File: config.mk
export PLATFORM = sky130hd
export DESIGN_NAME = regfile_wb_arbiter
export DESIGN_NICKNAME = d
export VERILOG_FILES = /design/src/rtl/regfile_wb_arbiter.sv
export SDC_FILE = /design/constraint.sdc
export NUM_CORES = 1
export LEC_CHECK = 0
export ABC_AREA = 1
export BUFFER_PORTS_ARGS = -buffer_cell sky130_fd_sc_hd__buf_2
export CORE_UTILIZATION = 45
export CTS_BUF_LIST = sky130_fd_sc_hd__clkbuf_16
export CTS_CLUSTER_DIAMETER = 100
export DETAILED_ROUTE_END_ITERATION = 10
export PLACE_DENSITY = 0.84
export SLEW_MARGIN = 0
export SYNTH_ARGS = -nofsm -noshare
export SYNTH_HDL_FRONTEND = slang
export SYNTH_SLANG_ARGS = --single-unit
File: constraint.sdc
create_clock -name clk -period 3.5 [get_ports clk]
set_clock_uncertainty 0.15 [all_clocks]
set_input_delay 0.7 -clock clk [delete_from_list [all_inputs] [get_ports clk]]
set_output_delay 0.7 -clock clk [all_outputs]
set_load 0.005 [all_outputs]
File: src/rtl/regfile_wb_arbiter.sv
// Two-requester (ALU / load unit) write-back arbiter with a registered register-file write port.
// Define WB_SCOREBOARD_EN to add the 32-entry pending-write scoreboard driving busy1/busy2.
module regfile_wb_arbiter #(
  parameter int DATA_W = 32
) (
  input  logic              clk,
  input  logic              rst_n,
  input  logic              wb_stall,
  input  logic              alu_valid,
  input  logic [4:0]        alu_rd,
  input  logic [DATA_W-1:0] alu_data,
  output logic              alu_ready,
  input  logic              lsu_valid,
  input  logic [4:0]        lsu_rd,
  input  logic [DATA_W-1:0] lsu_data,
  output logic              lsu_ready,
  output logic              reg_write,
  output logic [4:0]        write_reg,
  output logic [DATA_W-1:0] write_data,
  input  logic              issue_valid,
  input  logic [4:0]        issue_rd,
  input  logic [4:0]        chk_rs1,
  input  logic [4:0]        chk_rs2,
  output logic              busy1,
  output logic              busy2
);

  // r_prio: 0 favours the ALU, 1 favours the load unit when both request.
  logic              r_prio;
  logic              w_xfer;
  logic              w_selLsu;
  logic [4:0]        w_selRd;
  logic [DATA_W-1:0] w_selData;

  always_comb begin
    alu_ready = 1'b0;
    lsu_ready = 1'b0;
    if (rst_n && !wb_stall) begin
      alu_ready = alu_valid && (!lsu_valid || !r_prio);
      lsu_ready = lsu_valid && (!alu_valid || r_prio);
    end
  end

  assign w_xfer    = alu_ready || lsu_ready;
  assign w_selLsu  = lsu_ready;
  assign w_selRd   = w_selLsu ? lsu_rd : alu_rd;
  assign w_selData = w_selLsu ? lsu_data : alu_data;

  always_ff @(posedge clk or negedge rst_n) begin
    if (!rst_n) begin
      r_prio     <= 1'b0;
      reg_write  <= 1'b0;
      write_reg  <= '0;
      write_data <= '0;
    end else begin
      reg_write <= 1'b0;
      if (w_xfer) begin
        r_prio <= alu_ready;
        // rd==0 requests are consumed but never reach the register file.
        if (w_selRd != 5'd0) begin
          reg_write  <= 1'b1;
          write_reg  <= w_selRd;
          write_data <= w_selData;
        end
      end
    end
  end

`ifdef WB_SCOREBOARD_EN
  logic [31:0] r_pending;
  logic [31:0] w_pendingNext;

  // Clear for the retiring write first so a same-edge issue of that register wins.
  always_comb begin
    w_pendingNext = r_pending;
    if (w_xfer && (w_selRd != 5'd0))
      w_pendingNext[w_selRd] = 1'b0;
    if (issue_valid && (issue_rd != 5'd0))
      w_pendingNext[issue_rd] = 1'b1;
    w_pendingNext[0] = 1'b0;
  end

  always_ff @(posedge clk or negedge rst_n) begin
    if (!rst_n)
      r_pending <= '0;
    else
      r_pending <= w_pendingNext;
  end

  assign busy1 = r_pending[chk_rs1] && (chk_rs1 != 5'd0);
  assign busy2 = r_pending[chk_rs2] && (chk_rs2 != 5'd0);
`else
  logic w_unused_sb;
  assign w_unused_sb = ^{issue_valid, issue_rd, chk_rs1, chk_rs2};
  assign busy1 = 1'b0;
  assign busy2 = 1'b0;
`endif

endmodule

Yosys cells after proc, flatten, opt, wreduce, memory -nomap -nowiden

Cells that the tools add are included.

Logic and storage cells: 22
Register bits: 39
Output and inout port bits: 42
Bits of input ports: 95

Mux-type cells: 6
Reductions and logical operators: 12

Operators with widths:

| operator            | number |
|---|---|
| 32-bit two-way mux  | 1 |
| 5-bit two-way mux   | 1 |
| 5-bit nonzero test  | 1 |
| 1-bit logical NOT   | 4 |
| 1-bit two-way mux   | 4 |
| 1-bit logical AND   | 3 |
| 1-bit logical OR    | 3 |
| 2-bit AND reduction | 1 |

Longest topological paths before layout

Word-level depth: 8
Mapped depth: 12
Gate-level depth less buffers: 10

Worst setup path after synthesis

No wires, ideal clock.

Path type: in2out
From: input port rst_n
To: output port lsu_ready
Data required time: 2.650 ns
Data arrival time: 1.358 ns
Buffers on the path: 1
Stages: 5
Slack: 1.292 ns
Path through: inv_1 nor2_4 nand3_2 inv_2 clkbuf_1

Longest elaborated chain between the ends: 2

RTL lines:

| element           | line | text |
|---|---|---|
| from (decl)       | 7    | `input logic rst_n,` |
| 1-bit logical AND | 38   | `if (rst_n && !wb_stall) begin` |
| 1-bit two-way mux | 38   |  |
| to (decl)         | 16   | `output logic lsu_ready,` |

No other way between the ends.

Worst setup path after layout

Ends and elaborated chain as after synthesis.

==> metrics.cfg <==
[outcome]
status=finished, final reports clean

[synth]
synth.area.top_cells=dfrtp_1, nand2_1, nand3_1
synth_top_area_cell=dfrtp_1
synth_area_per_cell_sq_um=6.996
synth_cells=311
seq_area_frac_synth_pct=44.85
synth_top_cell_area_share_pct=44.85
yosysWarnings=0
ys_ff_latch=39
ys_types=21
netlist_area_sq_um=2176

[floorplan]
die_width_um=71.54
initial_core_util_pct=48.31
row_count=24
core_sq_um=4504
die_y_um=71.54
top_level_ports=137
dieArea_sq_um=5117

[grt]
grt_pass1_vias=2125
overflow=0
antenna_found_initial=0
grt_pass1_wl_um=9094
grt_max_degree=40
track_usage_pct=22.58

[worst_setup_path]
cp_common_cell=buf_2
path_buf_inv=4
cp_top_family=buffers and inverters
ff2ff_setup_slack_ns=1.03
slowest_delay_ns=0.43
crit_chain=buf_2 > inv_1 > nor2_4 > nand3_2 > inv_2 > buf_2
cp_slowest_cell=inv_2
critical_path_arrival_ns=2.02
path_max_fanout=23
required_ns=2.65
end_kind=primary output
criticalPathCategory=input pin to primary output
start_kind=input pin

[timing]
finalSetupViolations=0
max_freq_mhz=348.1
fin_setup_tns_ns=0
slew_headroom_pct=57.16
drv_slew=0
layout_min_cycle_time_ns=2.873
tightest_slew_ns=0.6404
rsz0062_at_grt=no
period_share_pct=82.08
finalHoldViolCount=0
holdWs_ns=0.3110

[clocking]
clockBufferDepth=2
numCtsBuffers=5
cts_hold_buf=0
clk_root_buffer_cell=clkbuf_16
cts_setup_buffers=0
cts_tree=built
clk_pin_slew_worst_paths_ns=0.05
clock_latency_ns=0.27
h-tree-depth=2
clock_sinks=39
cts.repair.resized=0

[layout]
final_nets=518
drive_gt1_share_pct=35.22
fillers=427
largest_reg_flops=32
post-route-util_pct=64.19
stdcell_area_sq_um=2892
n_antenna_cell=0
area_growth_pct=32.89
final_common_cell=nand2_1
layout_common_cells=nand2_1, buf_2, dfrtp_1
fin_cells=475

[power_and_ir_drop]
vdd_drop_max_v=0.0002453
p_leak_nw=1.828
switching_power_uw=419.6
p_comb_share_pct=26.9
p_clk_share_pct=29.0
p_seq_share_pct=44.1
swShare_pct=29.63
p_int_uw=996.5
p_per_area_nw_per_um2=489.7

[routing]
drt-total-wl_um=5380
drt_first_pass_iters=4
ant_nets=0
vias=2268
dr.first_iter.drc_count=102
vias_per_cell=4.775
wire_per_inst_um=11.33
route.detailed.drc=0

[flow_run]
cap_violations=0

[placement]
placed_cell_area_sq_um=2758
dp_hpwl_um=3972
dpl.cell_count=468
gp_congestion=0.7553
io_buffers=118

[worst_hold_path]
hp-class=flop to flop

## through the flow
step                      setup slack [ns]  total power, mW
after floorplan                      1.292           0.8182
after global placement              0.5296            1.000
after detailed placement            0.4909            1.015
after CTS                           0.6124            1.431
after global routing                0.4175            1.514
final                               0.6271            1.416
## layout make-up
class,count,area [sq um],share of cell area (%)
sequential,39,975.9,33.75
clock inverter,2,8.758,0.3029
inverter,18,67.56,2.337
timing repair buffer,123,628.1,21.72
tap,52,65.06,2.250
multi-input combinational,236,1021,35.31
clock buffer,5,125.1,4.327
## tightest hold or removal path: stages (launching register included)
cell	delay, ns
dfrtp_1	0.34
nand2_1	0.05
nand2_1	0.04
## per-layer routing
layer  vias up  GRT usage, %  share of wire (%)
met1      1006         26.05                 43
met3         7         5.204                5.7
li1       1173             -                  -
met2        82         42.33                 50
met4         0         5.447                1.3
met5         -             0                  0
## cell usage after synthesis
master	count
nand3_2	1
nor2_4	1
buf_6	3
nand2_2	12
o21ai_4	1
o21bai_1	1
a21oi_1	1
buf_4	3
clkbuf_1	7
buf_2	5
or2_2	1
inv_2	3
dfrtp_1	39
nor2_1	2
inv_1	15
conb_1	1
nand3_1	37
nand2_1	172
buf_8	1
o21bai_2	1
nand4_1	4
## path summary, 6_finish.rpt
| kind | from | to | cells after the start |
|---|---|---|---|
| min | write_data[24] | write_data[24] | 2 |
| min in group asynchronous | rst_n | r_prio | 2 |
| max reg2reg | r_prio | write_data[29] | 9 |
| max in group asynchronous | rst_n | write_data[30] | 2 |
| min reg2reg | write_data[24] | write_data[24] | 2 |
| max | rst_n | lsu_ready | 6 |
## power by group through the flow
stage / Sequential [mW] / Clock (mW) / Combinational, mW
floorplan: 0.640 / 0 / 0.179
finish: 0.624 / 0.411 / 0.382
global placement: 0.625 / 0 / 0.376
CTS: 0.624 / 0.421 / 0.387
detailed placement: 0.629 / 0 / 0.386
global route: 0.637 / 0.445 / 0.432
## cells by family after synthesis
kind of cell / count (synthesis) / synth area share [%]
AO/OA/AOI/OAI: 4 / 1.840
buffers and inverters: 37 / 8.740
AND/OR/NAND/NOR: 230 / 44.39
other: 1 / 0.1723
flip-flops: 39 / 44.85
No activity file was read; power rests on OpenSTA's default activity.
